## src/rtl/mc_main_ctrl.sv

```systemverilog
// Multicycle control FSM: fetch/decode/execute/memory/write-back, 3-5 cycles per instruction.
// FETCH, MEMRD and MEMWR hold their outputs and stretch by one cycle per mem_ready=0 cycle.
module mc_main_ctrl #(
    parameter int MEM_WAIT_EN = 1
) (
    input  logic       clk,
    input  logic       rst_n,
    input  logic [5:0] opcode,
    input  logic       mem_ready,
    output logic       pc_write,
    output logic       pc_write_cond,
    output logic       i_or_d,
    output logic       mem_read,
    output logic       mem_write,
    output logic       ir_write,
    output logic       mem_to_reg,
    output logic       reg_dst,
    output logic       reg_write,
    output logic       alu_src_a,
    output logic [1:0] alu_src_b,
    output logic [1:0] alu_op,
    output logic [1:0] pc_source,
    output logic       illegal_op,
    output logic [3:0] state
);

    typedef enum logic [3:0] {
        S_IDLE   = 4'd0,
        S_FETCH  = 4'd1,
        S_DECODE = 4'd2,
        S_MEMADR = 4'd3,
        S_MEMRD  = 4'd4,
        S_MEMWB  = 4'd5,
        S_MEMWR  = 4'd6,
        S_EXEC   = 4'd7,
        S_RWB    = 4'd8,
        S_BRANCH = 4'd9,
        S_JUMP   = 4'd10
    } state_t;

    typedef struct packed {
        logic       fetch_gate;
        logic       pc_write;
        logic       pc_write_cond;
        logic       i_or_d;
        logic       mem_read;
        logic       mem_write;
        logic       mem_to_reg;
        logic       reg_dst;
        logic       reg_write;
        logic       alu_src_a;
        logic [1:0] alu_src_b;
        logic [1:0] alu_op;
        logic [1:0] pc_source;
    } ctl_t;

    localparam logic [5:0] OP_RTYPE = 6'b000000;
    localparam logic [5:0] OP_LW    = 6'b100011;
    localparam logic [5:0] OP_SW    = 6'b101011;
    localparam logic [5:0] OP_BEQ   = 6'b000100;
    localparam logic [5:0] OP_J     = 6'b000010;

    state_t r_state;
    ctl_t   r_ctl;
    state_t w_next;
    logic   w_mem_ready;
    logic   w_legal;

    assign w_mem_ready = (MEM_WAIT_EN != 0) ? mem_ready : 1'b1;
    assign w_legal     = (opcode == OP_RTYPE) || (opcode == OP_LW) || (opcode == OP_SW) ||
                         (opcode == OP_BEQ)   || (opcode == OP_J);

    always_comb begin
        w_next = S_FETCH;
        case (r_state)
            S_IDLE:   w_next = S_FETCH;
            S_FETCH:  w_next = w_mem_ready ? S_DECODE : S_FETCH;
            S_DECODE: begin
                case (opcode)
                    OP_LW, OP_SW: w_next = S_MEMADR;
                    OP_RTYPE:     w_next = S_EXEC;
                    OP_BEQ:       w_next = S_BRANCH;
                    OP_J:         w_next = S_JUMP;
                    default:      w_next = S_FETCH;
                endcase
            end
            S_MEMADR: begin
                if (opcode == OP_LW)      w_next = S_MEMRD;
                else if (opcode == OP_SW) w_next = S_MEMWR;
                else                      w_next = S_FETCH;
            end
            S_MEMRD:  w_next = w_mem_ready ? S_MEMWB : S_MEMRD;
            S_MEMWB:  w_next = S_FETCH;
            S_MEMWR:  w_next = w_mem_ready ? S_FETCH : S_MEMWR;
            S_EXEC:   w_next = S_RWB;
            S_RWB:    w_next = S_FETCH;
            S_BRANCH: w_next = S_FETCH;
            S_JUMP:   w_next = S_FETCH;
            default:  w_next = S_FETCH;
        endcase
    end

    // Control word for the state being entered, so outputs come straight from flops.
    function automatic ctl_t f_ctl(input state_t s);
        ctl_t c;
        c = '0;
        case (s)
            S_FETCH: begin
                c.fetch_gate = 1'b1;
                c.mem_read   = 1'b1;
                c.alu_src_b  = 2'b01;
            end
            S_DECODE: c.alu_src_b = 2'b11;
            S_MEMADR: begin
                c.alu_src_a = 1'b1;
                c.alu_src_b = 2'b10;
            end
            S_MEMRD: begin
                c.mem_read = 1'b1;
                c.i_or_d   = 1'b1;
            end
            S_MEMWB: begin
                c.reg_write  = 1'b1;
                c.mem_to_reg = 1'b1;
            end
            S_MEMWR: begin
                c.mem_write = 1'b1;
                c.i_or_d    = 1'b1;
            end
            S_EXEC: begin
                c.alu_src_a = 1'b1;
                c.alu_op    = 2'b10;
            end
            S_RWB: begin
                c.reg_write = 1'b1;
                c.reg_dst   = 1'b1;
            end
            S_BRANCH: begin
                c.alu_src_a     = 1'b1;
                c.alu_op        = 2'b01;
                c.pc_write_cond = 1'b1;
                c.pc_source     = 2'b01;
            end
            S_JUMP: begin
                c.pc_write  = 1'b1;
                c.pc_source = 2'b10;
            end
            default: c = '0;
        endcase
        return c;
    endfunction

    always_ff @(posedge clk or negedge rst_n) begin
        if (!rst_n) begin
            r_state <= S_IDLE;
            r_ctl   <= '0;
        end else begin
            r_state <= w_next;
            r_ctl   <= f_ctl(w_next);
        end
    end

    // IR and PC loads in FETCH only fire in the cycle the read actually completes.
    assign ir_write      = r_ctl.fetch_gate & w_mem_ready;
    assign pc_write      = r_ctl.pc_write | (r_ctl.fetch_gate & w_mem_ready);
    assign pc_write_cond = r_ctl.pc_write_cond;
    assign i_or_d        = r_ctl.i_or_d;
    assign mem_read      = r_ctl.mem_read;
    assign mem_write     = r_ctl.mem_write;
    assign mem_to_reg    = r_ctl.mem_to_reg;
    assign reg_dst       = r_ctl.reg_dst;
    assign reg_write     = r_ctl.reg_write;
    assign alu_src_a     = r_ctl.alu_src_a;
    assign alu_src_b     = r_ctl.alu_src_b;
    assign alu_op        = r_ctl.alu_op;
    assign pc_source     = r_ctl.pc_source;
    assign illegal_op    = (r_state == S_DECODE) && !w_legal;
    assign state         = r_state;

endmodule

```

## config.mk

```make
export PLATFORM = sky130hd
export DESIGN_NAME = mc_main_ctrl
export DESIGN_NICKNAME = d
export VERILOG_FILES = /design/src/rtl/mc_main_ctrl.sv
export SDC_FILE = /design/constraint.sdc
export NUM_CORES = 1
export LEC_CHECK = 0
export CORE_MARGIN = 1
export CORE_UTILIZATION = 42
export CTS_CLUSTER_DIAMETER = 40
export DETAILED_ROUTE_END_ITERATION = 8
export PLACE_DENSITY = 0.76
export SETUP_SLACK_MARGIN = 0.05
export SYNTH_ARGS = -nofsm -noshare
export SYNTH_HDL_FRONTEND = slang
export SYNTH_SLANG_ARGS = --single-unit
```

## constraint.sdc

```tcl
create_clock -name clk -period 2.29 [get_ports clk]
set_input_delay 0.687 -clock clk [delete_from_list [all_inputs] [get_ports clk]]
set_output_delay 0.687 -clock clk [all_outputs]
set_load 0.005 [all_outputs]
```

==> impl_metrics.env <==
export IMPL_synth_ff_type="dfrtp_1"
export IMPL_num_rows=15
export IMPL_syn_num_nets=83
export IMPL_largest_reg_flops=4
export IMPL_syn_inst=74
export IMPL_yosysSeqAreaShare_pct=50.60
export IMPL_worst_ep_required_time_ns=1.60
export IMPL_cp_max_fo=2
export IMPL_worstPathArrival_ns=1.53
export IMPL_ys_ff_latch=17
export IMPL_post_dp_hpwl_mm=1.480
export IMPL_ys_async_sr_fraction_pct=100.0
export IMPL_drv_cap=0
export IMPL_drive_gt1_share_pct=37.50
export IMPL_io_pins=30
export IMPL_status="complete, no violations"
export IMPL_start_kind="flop"
export IMPL_dieWidth_um=46.74
export IMPL_grt_pass1_vias=738
export IMPL_antenna_cells=0
export IMPL_cp_depth=3
export IMPL_grt_pass1_wl_mm=3.180
export IMPL_wl_per_cell_um=13.63
export IMPL_cts_buffers=3
export IMPL_slew_violations=0
export IMPL_fill_cells=137
export IMPL_drt_pass1_iterations=5
export IMPL_critPathKind="flop to primary output"
export IMPL_power_w=0.0009784
export IMPL_first_iter_violations=4
export IMPL_r2r_setup_slack_ns=0.38
export IMPL_period_share_pct=96.71
export IMPL_rsz0062_at_grt="true"
export IMPL_end_kind="primary output"
export IMPL_vias=742
export IMPL_root_buffer="clkbuf_4"
export IMPL_place_ws_ns=-0.6070
export IMPL_syn2layout_area_growth_pct=53.87
export IMPL_dieArea_um2=2185
export IMPL_via_per_inst=5.117
export IMPL_clockBufferDepth=2
export IMPL_skew_ns=0.001502
export IMPL_ir_drop_uv=545.2
export IMPL_min_path_type="flop to flop"
export IMPL_path_cells="or4b_4 > nor3b_2 > buf_2"
export IMPL_layout_setup_ws_ns=0.07523
export IMPL_cp_startpoint="state[3]"
export IMPL_ant_nets=0
export IMPL_relSlewSlack_pct=66.85
export IMPL_power_leakage_nw=0.6245
export IMPL_min_period_ns=2.215
export IMPL_r2r_cells=6
export IMPL_overflow=0
export IMPL_syn_avg_cell_area_um2=11.36
export IMPL_cts_num_sinks=17
export IMPL_io_buffers=29
export IMPL_yosys_warnings=0
export IMPL_finalNetCount=130
export IMPL_fmax_mhz=451.5
export IMPL_grt_max_degree=18
export IMPL_cp_top_family="simple AND/OR/NAND/NOR gates"
export IMPL_finalHoldViolCount=0
export IMPL_clkSlewWorstSetupHoldPaths_ns=0.10
export IMPL_reg2reg_from="state[3]"
export IMPL_core_um2=1802
export IMPL_setup_viol=0
export IMPL_path_buf_inv=1
export IMPL_track_usage_pct=21.10
export IMPL_synth_edf_count=0
export IMPL_cp_slowest_stage_delay_ns=0.55
export IMPL_power_density_nw_per_um2=756.3
export IMPL_insertion_delay_ns=0.29
export IMPL_cts_tree="done"
export IMPL_worst_slew_pin_slew_ns=0.4962
export IMPL_r2r_end="mem_read"
export IMPL_antenna_found_initial=0
export IMPL_drcViolationCount=0
export IMPL_initial_utilization_pct=46.67
export IMPL_htree_levels=1
export IMPL_chipHeight_um=46.74
export IMPL_yosysUniqueCellTypes=35
export IMPL_gp_congestion=0.7863
export IMPL_cp_endpoint="illegal_op"
export IMPL_netlist_area_um2=840.8
export IMPL_worst_path_max_delay_cell="or4b_4"
export IMPL_setup_tns_ns=0
export IMPL_drt_wl_total_mm=1.976
## layout make-up
type	count	area [um2]	area share (%)
clock buffers	3	22.52	1.741
repair buffers	48	421.7	32.59
well taps	25	31.28	2.418
clock inverters	1	5.005	0.3868
multi-input cells	48	376.6	29.11
flip-flops and latches	17	425.4	32.88
inverters	3	11.26	0.8704
## how the worst min path moves through the flow
stage | start | end | cells after the start
after CTS | state[1] | mem_to_reg | 2
after global routing | state[1] | mem_to_reg | 2
after floorplan | rst_n | alu_op[1] | 0
after detailed placement | state[1] | mem_to_reg | 2
final | state[1] | mem_to_reg | 2
after global placement | state[1] | mem_to_reg | 2
## power by group
part / leakage [nW] / internal [W] / switching [W]
Combinational: 0.383 / 0.000258 / 0.000186
Sequential: 0.224 / 0.000355 / 0.0000184
Clock: 0.0177 / 0.0000649 / 0.0000963
## worst reg2reg max path, cell delays in order, from the launching register on
cell and delay (ns):
dfrtp_1 0.39, or4b_4 0.55, buf_4 0.18, and4bb_1 0.29
nor3_2 0.08, and3_4 0.17, o21a_1 0.15
## layout by cell type (no fill, tap or decap), types with 3 or more instances in the layout
| cell | n |
|---|---|
| nor2_1 | 4 |
| clkdlybuf4s50_1 | 19 |
| a21oi_1 | 4 |
| dfrtp_1 | 17 |
| clkbuf_4 | 3 |
| inv_1 | 3 |
| nand2_1 | 5 |
| buf_4 | 19 |
| dlygate4sd2_1 | 3 |
## repair_timing
item,CTS,global route
endpoints found under the setup margin,3,3
buffers inserted,0,1
hold buffers,0,0
pin swaps,4,4
resized for setup,22,7
## through the flow
stage | area [um2] | hold WS (ns) | instances | utilization [%]
5_1_grt | 1294 | 0.6479 | 145 | 71.81
2_1_floorplan | 840.8 | 0.3914 | 74 | -
3_3_place_gp | 1252 | 0.5859 | 140 | 69.51
4_1_cts | 1285 | 0.6042 | 144 | 71.32
6_report | 1294 | 0.6058 | 145 | 71.81
3_5_place_dp | 1252 | 0.5910 | 140 | 69.51
## routing by layer
layer	vias to the layer above	share of wire, %	wire length (um)	GRT usage (%)
li1	353	-	-	-
met1	367	44	861	27.03
met3	4	2.4	48	3.846
met5	-	0	0	0
met4	0	1.1	22	8.000
met2	18	53	1044	35.56
## kinds of logic after synthesis
family	share of synthesized area, %
AOI/OAI and AO/OA	12.50
xor gates and xnor gates	1.042
buffers and inverters	6.696
DFF	50.60
and+or+nand+nor	29.17
## synth_stat cells, drive strengths merged (2+ instances only)
cell type  number  area [um2]
nor3b           3       22.52
inv             3       11.26
a21oi           4       20.02
nand2           5       18.77
or2             2       12.51
nor2            6       25.03
buf             6       45.04
and4bb          2       25.02
nor3            3       20.02
dfrtp          17       425.4
a211oi          2       20.02
and3            3       23.77
Power figures use the tool's default switching activity.
